File: config.mk
export PLATFORM = sky130hd
export DESIGN_NAME = reset_controller
export DESIGN_NICKNAME = d
export VERILOG_FILES = /design/src/rtl/reset_controller.sv
export SDC_FILE = /design/constraint.sdc
export NUM_CORES = 1
export LEC_CHECK = 0
export BUFFER_PORTS_ARGS = -buffer_cell sky130_fd_sc_hd__buf_2
export CORE_UTILIZATION = 34
export DETAILED_ROUTE_END_ITERATION = 16
export REMOVE_ABC_BUFFERS = 1
export SLEW_MARGIN = 30
export SYNTH_ARGS = -nofsm -noshare
export SYNTH_HDL_FRONTEND = slang
export SYNTH_SLANG_ARGS = --single-unit
File: constraint.sdc
create_clock -name clk -period 2.7 [get_ports clk]
set_input_delay 0.54 -clock clk [delete_from_list [all_inputs] [get_ports clk]]
set_output_delay 0.54 -clock clk [all_outputs]
set_load 0.05 [all_outputs]
File: src/rtl/reset_controller.sv
// Reset sequencer for the f8 system: debounces the board reset button, times the
// system reset hold, and supervises the trap flag with optional auto restart.
//
// state   | meaning
// HOLD    | system_reset high; counts HOLD_CYCLES once the debounced button is up
// RUN     | system running; watches button and trap
// TRAPPED | system halted for inspection; leaves on button or restart delay
module reset_controller #(
  parameter int DEBOUNCE_CYCLES = 20000,
  parameter int HOLD_CYCLES     = 16,
  parameter bit AUTORESTART     = 1'b1,
  parameter int RESTART_DELAY   = 2000000
) (
  input  logic       clk,
  input  logic       reset_n,
  input  logic       btn_n,
  input  logic       trap,
  output logic       system_reset,
  output logic       trapped,
  output logic [7:0] restart_count,
  output logic [1:0] state
);

  localparam int DB_W    = $clog2(DEBOUNCE_CYCLES + 1);
  localparam int HOLD_W  = $clog2(HOLD_CYCLES + 1);
  localparam int DELAY_W = $clog2(RESTART_DELAY + 1);

  localparam logic [DB_W-1:0]    DB_LAST    = DB_W'(DEBOUNCE_CYCLES - 1);
  localparam logic [HOLD_W-1:0]  HOLD_LAST  = HOLD_W'(HOLD_CYCLES - 1);
  localparam logic [DELAY_W-1:0] DELAY_LAST = DELAY_W'(RESTART_DELAY - 1);

  typedef enum logic [1:0] {
    ST_HOLD    = 2'd0,
    ST_RUN     = 2'd1,
    ST_TRAPPED = 2'd2
  } state_t;

  state_t              state_q;
  logic                btn_sync1;
  logic                btn_sync2;
  logic                btn_db;
  logic [DB_W-1:0]     db_cnt;
  logic [HOLD_W-1:0]   hold_cnt;
  logic [DELAY_W-1:0]  delay_cnt;

  assign state = state_q;

  // btn_n is asynchronous to clk; two flops before anything looks at it.
  always_ff @(posedge clk or negedge reset_n) begin
    if (!reset_n) begin
      btn_sync1 <= 1'b1;
      btn_sync2 <= 1'b1;
      btn_db    <= 1'b1;
      db_cnt    <= '0;
    end else begin
      btn_sync1 <= btn_n;
      btn_sync2 <= btn_sync1;
      if (btn_sync2 != btn_db) begin
        if (db_cnt == DB_LAST) begin
          btn_db <= btn_sync2;
          db_cnt <= '0;
        end else begin
          db_cnt <= db_cnt + 1'b1;
        end
      end else begin
        db_cnt <= '0;
      end
    end
  end

  always_ff @(posedge clk or negedge reset_n) begin
    if (!reset_n) begin
      state_q       <= ST_HOLD;
      system_reset  <= 1'b1;
      trapped       <= 1'b0;
      restart_count <= '0;
      hold_cnt      <= '0;
      delay_cnt     <= '0;
    end else begin
      case (state_q)
        ST_HOLD: begin
          if (!btn_db) begin
            hold_cnt <= '0;
          end else if (hold_cnt == HOLD_LAST) begin
            state_q      <= ST_RUN;
            system_reset <= 1'b0;
            hold_cnt     <= '0;
          end else begin
            hold_cnt <= hold_cnt + 1'b1;
          end
        end

        // Button wins over trap when both arrive on the same edge.
        ST_RUN: begin
          if (!btn_db) begin
            state_q      <= ST_HOLD;
            system_reset <= 1'b1;
            hold_cnt     <= '0;
          end else if (trap) begin
            state_q   <= ST_TRAPPED;
            trapped   <= 1'b1;
            delay_cnt <= '0;
          end
        end

        ST_TRAPPED: begin
          if (!btn_db) begin
            state_q      <= ST_HOLD;
            system_reset <= 1'b1;
            trapped      <= 1'b0;
            hold_cnt     <= '0;
          end else if (AUTORESTART) begin
            if (delay_cnt == DELAY_LAST) begin
              state_q      <= ST_HOLD;
              system_reset <= 1'b1;
              trapped      <= 1'b0;
              hold_cnt     <= '0;
              if (restart_count != 8'hff) begin
                restart_count <= restart_count + 1'b1;
              end
            end else begin
              delay_cnt <= delay_cnt + 1'b1;
            end
          end else begin
            delay_cnt <= '0;
          end
        end

        default: begin
          state_q      <= ST_HOLD;
          system_reset <= 1'b1;
          trapped      <= 1'b0;
          hold_cnt     <= '0;
        end
      endcase
    end
  end

endmodule

Word level (Yosys, flattened, before mapping)

Index checks and enable logic that the tools add are counted.

$add $sub $neg: 4
Equality and inequality tests: 16
Multiplexer cells: 31
Bitwise operators: 1
Reduce and logical (&&, ||, !) cells: 9

Operators by type and width:

| operator                                       | count |
|---|---|
| 2-to-1 mux 21 bit                              | 4 |
| one-hot mux 21 bit (2 select lines)            | 1 |
| 2-to-1 mux 15 bit                              | 2 |
| 2-to-1 mux 5 bit                               | 5 |
| adder 21 x 1 -> 21 bit (second input constant) | 1 |
| == test 21 bit (second input constant)         | 1 |
| AND reduction 4 bit                            | 4 |
| adder 15 x 1 -> 15 bit (second input constant) | 1 |
| == test 15 bit (second input constant)         | 1 |
| one-hot mux 5 bit (3 select lines)             | 1 |
| != test 2 bit (second input constant)          | 7 |
| 2-to-1 mux 2 bit                               | 6 |
| 2-to-1 mux 1 bit                               | 9 |
| adder 8 x 1 -> 8 bit (second input constant)   | 1 |
| != test 8 bit (second input constant)          | 1 |
| != test 3 bit (second input constant)          | 2 |
| one-hot mux 1 bit (3 select lines)             | 2 |
| one-hot mux 2 bit (3 select lines)             | 1 |
| adder 5 x 1 -> 5 bit (second input constant)   | 1 |
| == test 5 x 4 -> 1 bit (second input constant) | 1 |
| AND reduction 5 bit                            | 1 |
| AND reduction 2 bit                            | 2 |
| == test 2 x 1 -> 1 bit (second input constant) | 1 |
| == test 2 bit (second input constant)          | 1 |
| 4 further kinds                                | 4 |

Register bits after elaboration: 56
Input port bits: 4

Longest topological paths before layout

Gate-level depths: netlist (run 1).

Depth after elaboration: 4
Mapped depth: 7
Depth with buffers taken out: 6

Worst setup path before layout (run 1)

Ideal clock, no wire load.

Path type: register to register
Start: reg delay_cnt[12]
End: reg restart_count[1]
Arrival: 2032 ps
Data required time: 2572 ps
Slack: 541 ps
Cell stages (with the launch flop): 5
Clock period less this slack: 2159 ps
Cells stage by stage: dfrtp_1 > or4_4 > or4_4 > nor4_4 > mux2_1

Word-level cells in the longest chain between the ends: 2

RTL lines:

| what                                 | RTL line | source |
|---|---|---|
| from (decl)                          | 44       | `logic [DELAY_W-1:0] delay_cnt;` |
| from (signal assigned)               | 122      | `delay_cnt <= delay_cnt + 1'b1;` |
| == test 21 bit                       | 113      | `if (delay_cnt == DELAY_LAST) begin` |
| AND reduction 4 bit (no source line) | -        |  |
| to (signal assigned)                 | 119      | `restart_count <= restart_count + 1'b1;` |
| to (decl)                            | 20       | `output logic [7:0] restart_count,` |

Every way passes these cells.
A chain may end at the register's enable or synchronous reset.

Worst setup path in the final report (run 1)

Start: reg delay_cnt[0]
End: reg restart_count[1]

Same word-level chain as after synthesis.

==> results of run 1 <==
## synthesized netlist by cell type (all sizes together) (4+ instances only)
cell type	n
nand4	14
o31ai	7
and3	4
inv	9
nor3	6
ha	4
nor2b	4
xor2	12
nor4	4
nand3	22
o21ai	18
xnor2	6
clkbuf	8
dfstp	4
dfrtp	52
o211ai	5
nand2	35
mux2	4
nor2	34
a21oi	9
## worst max-delay path by stage
stage                       endpoint  slack, ns  depth (start not counted)
finish              restart_count[1]       0.41                          5
global route        restart_count[1]       0.24                          5
detailed placement  restart_count[1]       0.42                          5
CTS                 restart_count[1]       0.40                          5
floorplan           restart_count[1]       0.33                          4
global placement    restart_count[1]       0.48                          4
## state kept, by name (all words and copies together) (netlist names), 2 cells and up
name           cells
restart_count      8
state              2
hold_cnt           5
delay_cnt         21
db_cnt            15
## cell usage in the layout (no fill, tap or decap), types with 3 or more instances in the layout
cell and instances:
o211ai_1 5, nor3_1 6, nor2_1 33, o21ai_1 6, nor2b_1 4, nand2_1 35
mux2i_1 3, buf_2 15, nand2b_1 3, a31oi_1 3, dfstp_2 4, ha_1 4
o21ai_0 12, o31ai_1 7, dfrtp_1 52, xnor2_1 6, nand4_1 13, clkbuf_8 5
nand3_1 22, xor2_1 12, or3_1 3, a21oi_1 9, and3_1 4, inv_1 9
buf_4 8, o311ai_1 3
## power breakdown
part,internal [mW],total (mW),switching [mW]
sequential,0.845,0.849,0.00437
clock,0.191,0.489,0.298
combinational,0.00697,0.0306,0.0236
total,1.04,1.37,0.326
## through the flow
| step | util, % | worst slack [ns] | std cells | hold slack, ns |
|---|---|---|---|---|
| 2_1_floorplan | - | 0.335 | 293 | 0.244 |
| 3_3_place_gp | 38.1 | 0.485 | 421 | 0.347 |
| 3_5_place_dp | 38.1 | 0.421 | 421 | 0.347 |
| 4_1_cts | 39.3 | 0.396 | 429 | 0.305 |
| 5_1_grt | 39.3 | 0.242 | 429 | 0.296 |
| 6_report | 39.3 | 0.408 | 429 | 0.315 |
## cell type report
class,instances,area share [%]
Sequential cell,56,43.4
Inverter,9,1.04
Timing Repair Buffer,23,4.17
Tap cell,105,4.05
Multi-Input combinational cell,228,44.4
Clock inverter,3,0.849
Clock buffer,5,2.12
## routing by layer
metal / global-route usage (%) / part of all wire [%] / vias to the layer above
met5: 0 / 0 / -
met1: 20.8 / 52 / 1061
met4: 3.91 / 1.3 / 0
li1: - / - / 1137
met2: 22.7 / 44 / 40
met3: 2.50 / 3.4 / 7
## cells by family after synthesis
family,share of synthesized area [%]
buf+inv,2.32
flops,48.3
mux,2.71
simple gates,27.9
compound gates,11.6
xor+xnor,5.41
fa+ha+maj,1.72
==> flow_summary.ini, run 1 <==
[sta]
finalSetupViolations = 0
slew_headroom_pct = 53.1
final.setup.tns_ns = 0
rsz0062_at_grt = no
fin_crit_sh_pct = 84.9
slew_viol_final = 0
fin_skew_ns = 0.00930
finalHoldViolations = 0
period_minus_slack_ns = 2.29
fmax_ghz = 0.436
tightest_slew_ns = 0.703

[routing]
via_per_inst = 5.23
ant_nets = 0
wl_per_cell_um = 13.7
drt_iter0_markers = 145
num_vias = 2245
routed_wl_mm = 5.88
drc = 0
dr.pass1.iters = 4

[yosys]
synthArstFlopShare_pct = 100
yosys_most_used_dff = dfrtp_1
avgSynthCellArea_um2 = 9.65
synth-edff-count = 0
syn-cell-area_mm2 = 0.00291
yosysUniqueCellTypes = 52
ys_ff_latch = 56
yosys_warnings = 0
synth_top_area_share_pct = 44.7
yosys.area.top_type = dfrtp_1
seq_area_frac_synth_pct = 48.3
ys_top_cells_by_area = dfrtp_1 (45%), nand2_1 (4.5%), nor2_1 (4.3%), nand3_1 (3.8%), dfstp_2 (3.6%)
synth_cells = 302

[place]
portBuffers = 15
hpwl_mm = 4.15
gp_congestion = 0.839
dpl-instance-area_mm2 = 0.00315

[clock_network]
cts_root_buf = clkbuf_8
clk_path_buf_depth = 2
cts_max_level = 2
cts_setup_buffers = 0
cts_buffers = 5
cts_tree = done
cts.sinks = 56
ctsResizeCount = 0
clkTransAtPathRegs_ns = 0.10
clkLatencyLatePin_ns = 0.32
hold_buffers = 0

[critical_path]
ff2ff_setup_slack_ns = 0.41
slowest_stage = or4_4
crit_buf_inv = 0
cp-end-kind = flip-flop
max_stage_delay_ns = 0.65
crit_chain = ha_1 -> nand3_1 -> or4_4 -> nor4_4 -> mux2_1
worstSetupPathType = flip-flop to flip-flop
critPathLaunchType = flip-flop
r2r_start = delay_cnt[0]
path_max_fanout = 5
crit_start = delay_cnt[0]
crit_required_ns = 2.90
worst-r2r-cell-count = 5
arrival_ns = 2.49
timing.rr.end = restart_count[1]
crit_family = simple AND/OR/NAND/NOR gates

[job]
cap_violations = 0

[power]
p_per_area_mw_per_mm2 = 422
cellLeakagePower_nw = 1.45
peakVddDrop_v = 0.000181
p_total_mw = 1.37

[global_route]
grt_first_pass_wirelength_mm = 10.4
antenna_found_initial = 0
track_usage_pct = 14.6
grt_pass1_vias = 2176
grt_start_max_net_pins = 57
grt-ovfl-total = 0

[cells_and_area]
fillers = 820
drive_gt1_share_pct = 15.1
final_cell_area_mm2 = 0.00324
seq_area_mm2 = 0.00141
nets = 331
antenna_cells = 0
synthToLayoutAreaGrowth_pct = 11.3
multi_input_area_mm2 = 0.00144

[die]
top_level_ports = 16
rows = 33
die_w_um = 94.6
die_h_um = 94.6
core_area_mm2 = 0.00826
start_util_pct = 35.3
dieArea_mm2 = 0.00894

[worst_hold_path]
hold_path_class = input port to flip-flop
hold_end = btn_sync1
holdCritStartpoint = btn_n
hold_depth = 1

[run_status]
status = complete, no violations
(Power assumes the default switching activity.)
==> run 2, diff against run 1 <==
==> constraint.sdc (replaced) <==
create_clock -name clk -period 2.21 [get_ports clk]
set_input_delay 0.442 -clock clk [delete_from_list [all_inputs] [get_ports clk]]
set_output_delay 0.442 -clock clk [all_outputs]
set_load 0.05 [all_outputs]
==> run 2 against run 1 <==
  * Design area rose by 3.4%
  * Count of clock-buffer cells in the layout did not move
  * Cell count rose by 3.0%
  * Critical path depth fell by 1
  * Register-to-register slack got worse by 0.30 ns
  * Clock skew rose by 0.0057 ns
  * Flip-flop and latch count did not move
  * Wire length rose by 5.8%
  * Via count rose by 4.4%
  * Global-route usage rose by 0.93 points
  * Critical path type unchanged
  * Largest cell class unchanged
  * Largest power group unchanged
==> flow_summary.ini, run 2 (synthesized netlist as in run 1, its figures left out) <==
[clock_network]
clk_path_buf_depth = 2
cts_buffers = 5
cts_max_level = 2
clkLatencyLatePin_ns = 0.32
cts.sinks = 56
hold_buffers = 0
cts_tree = done
cts_root_buf = clkbuf_8
clkTransAtPathRegs_ns = 0.11

[critical_path]
crit_required_ns = 2.41
r2r_start = delay_cnt[14]
cp-end-kind = flip-flop
path_max_fanout = 2
timing.rr.end = restart_count[1]
ff2ff_setup_slack_ns = 0.10
crit_buf_inv = 0
worstSetupPathType = flip-flop to flip-flop
crit_family = simple AND/OR/NAND/NOR gates
arrival_ns = 2.31
worst-r2r-cell-count = 4
critPathLaunchType = flip-flop
max_stage_delay_ns = 0.49
slowest_stage = or4bb_1
crit_chain = or4bb_1 -> or3_1 -> nor4_4 -> mux2_1

[run_status]
status = complete, no violations

[routing]
wl_per_cell_um = 14.1
routed_wl_mm = 6.21
num_vias = 2344
dr.pass1.iters = 4
ant_nets = 0
via_per_inst = 5.30
drt_iter0_markers = 124
drc = 0

[cells_and_area]
multi_input_area_mm2 = 0.00144
final_common_cell = dfrtp_1
fillers = 856
antenna_cells = 0
final_cells = 442
seq_area_mm2 = 0.00141
final_cell_mix = dfrtp_1 (52), nand2_1 (34), nor2_1 (33)
largest_register = delay_cnt
synthToLayoutAreaGrowth_pct = 15.1
nets = 344
drive_gt1_share_pct = 18.7
top_regs = delay_cnt x21, db_cnt x15, restart_count x8
largest_reg_flops = 21

[global_route]
grt-ovfl-total = 0
grt_start_max_net_pins = 34
grt_pass1_vias = 2203
grt_first_pass_wirelength_mm = 10.9
antenna_found_initial = 0
track_usage_pct = 15.5

[die]
top_level_ports = 16
dieArea_mm2 = 0.00894
start_util_pct = 35.3
core_area_mm2 = 0.00826
rows = 33
die_w_um = 94.6
die_h_um = 94.6

[place]
dpl.cell_count = 434
portBuffers = 15
gp_congestion = 0.817
hpwl_mm = 4.49

[sta]
finalHoldViolations = 0
finalSetupViolations = 0
slew_viol_final = 0
slew_headroom_pct = 60.8
tightest_slew_ns = 0.589
fin_crit_sh_pct = 95.3
rsz0062_at_grt = no
fmax_ghz = 0.475
fin_hold_ws_ns = 0.107
fin_skew_ns = 0.0150
period_minus_slack_ns = 2.11

[job]
cap_violations = 0

[power]
cellLeakagePower_nw = 1.51
peakVddDrop_v = 0.000288
p_per_area_mw_per_mm2 = 499

[worst_hold_path]
hold_path_class = input port to asynchronous set/reset pin
## run 2: changes by cell type in the layout (fill, tap and decap cells not counted), sizes merged
| cell | previous run | this run |
|---|---|---|
| buf | 23 | 36 |
| inv | 10 | 11 |
| clkinv | 1 | 0 |
## run 2: final cells by class
class | instances | area share, %
repair buffers | 36 | 7.32
inverters | 9 | 1.01
clock buffers | 5 | 2.05
flip-flops and latches | 56 | 42.0
well taps | 105 | 3.92
multi-input cells | 228 | 43.0
clock inverters | 3 | 0.747
## run 2: timing repair
action                                  in CTS  in global routing
endpoints found under the setup margin       0                  2
setup buffers                                0                  0
resized for setup                            0                  1
## run 2: metrics by stage
stage | util (%) | instance area [um2] | total power, mW | setup WS (ns) | setup TNS (ns)
floorplan | - | 2880 | 1.07 | -0.155 | -0.671
finish | 40.6 | 3350 | 1.67 | 0.104 | 0
global placement | 39.4 | 3260 | 1.10 | 0.0851 | 0
global route | 40.6 | 3350 | 1.73 | 0.0000184 | 0
detailed placement | 39.4 | 3260 | 1.10 | 0.0463 | 0
CTS | 40.6 | 3350 | 1.70 | 0.0327 | 0
## run 2: worst max path at each step
| stage | from | to | slack (ns) | cells after the start |
|---|---|---|---|---|
| finish | delay_cnt[14] | restart_count[1] | 0.10 | 4 |
| global route | delay_cnt[0] | delay_cnt[7] | 0.00002 | 8 |
| CTS | delay_cnt[16] | restart_count[1] | 0.03 | 4 |
| detailed placement | delay_cnt[16] | restart_count[1] | 0.05 | 4 |
| global placement | delay_cnt[16] | restart_count[1] | 0.09 | 4 |
| floorplan | state[1] | restart_count[1] | -0.16 | 4 |
## run 2: metal layers
| layer | wire length, um | track usage (%) |
|---|---|---|
| met1 | 3150 | 21.7 |
| met2 | 2800 | 24.9 |
| met3 | 188 | 2.50 |
| met4 | 72 | 4.04 |
| met5 | 0 | 0 |
## run 2: report_power, final
part	switching [mW]	internal [mW]	total, mW
Combinational	0.0299	0.0110	0.0408
Clock	0.362	0.232	0.594
Sequential	0.00536	1.03	1.04
## run 2: worst register-to-register path: cells and delay by family (launching register included)
kind / cells / cell delay (ns)
AND/OR/NAND/NOR: 3 / 1.26
flip-flops: 1 / 0.39
multiplexers: 1 / 0.35
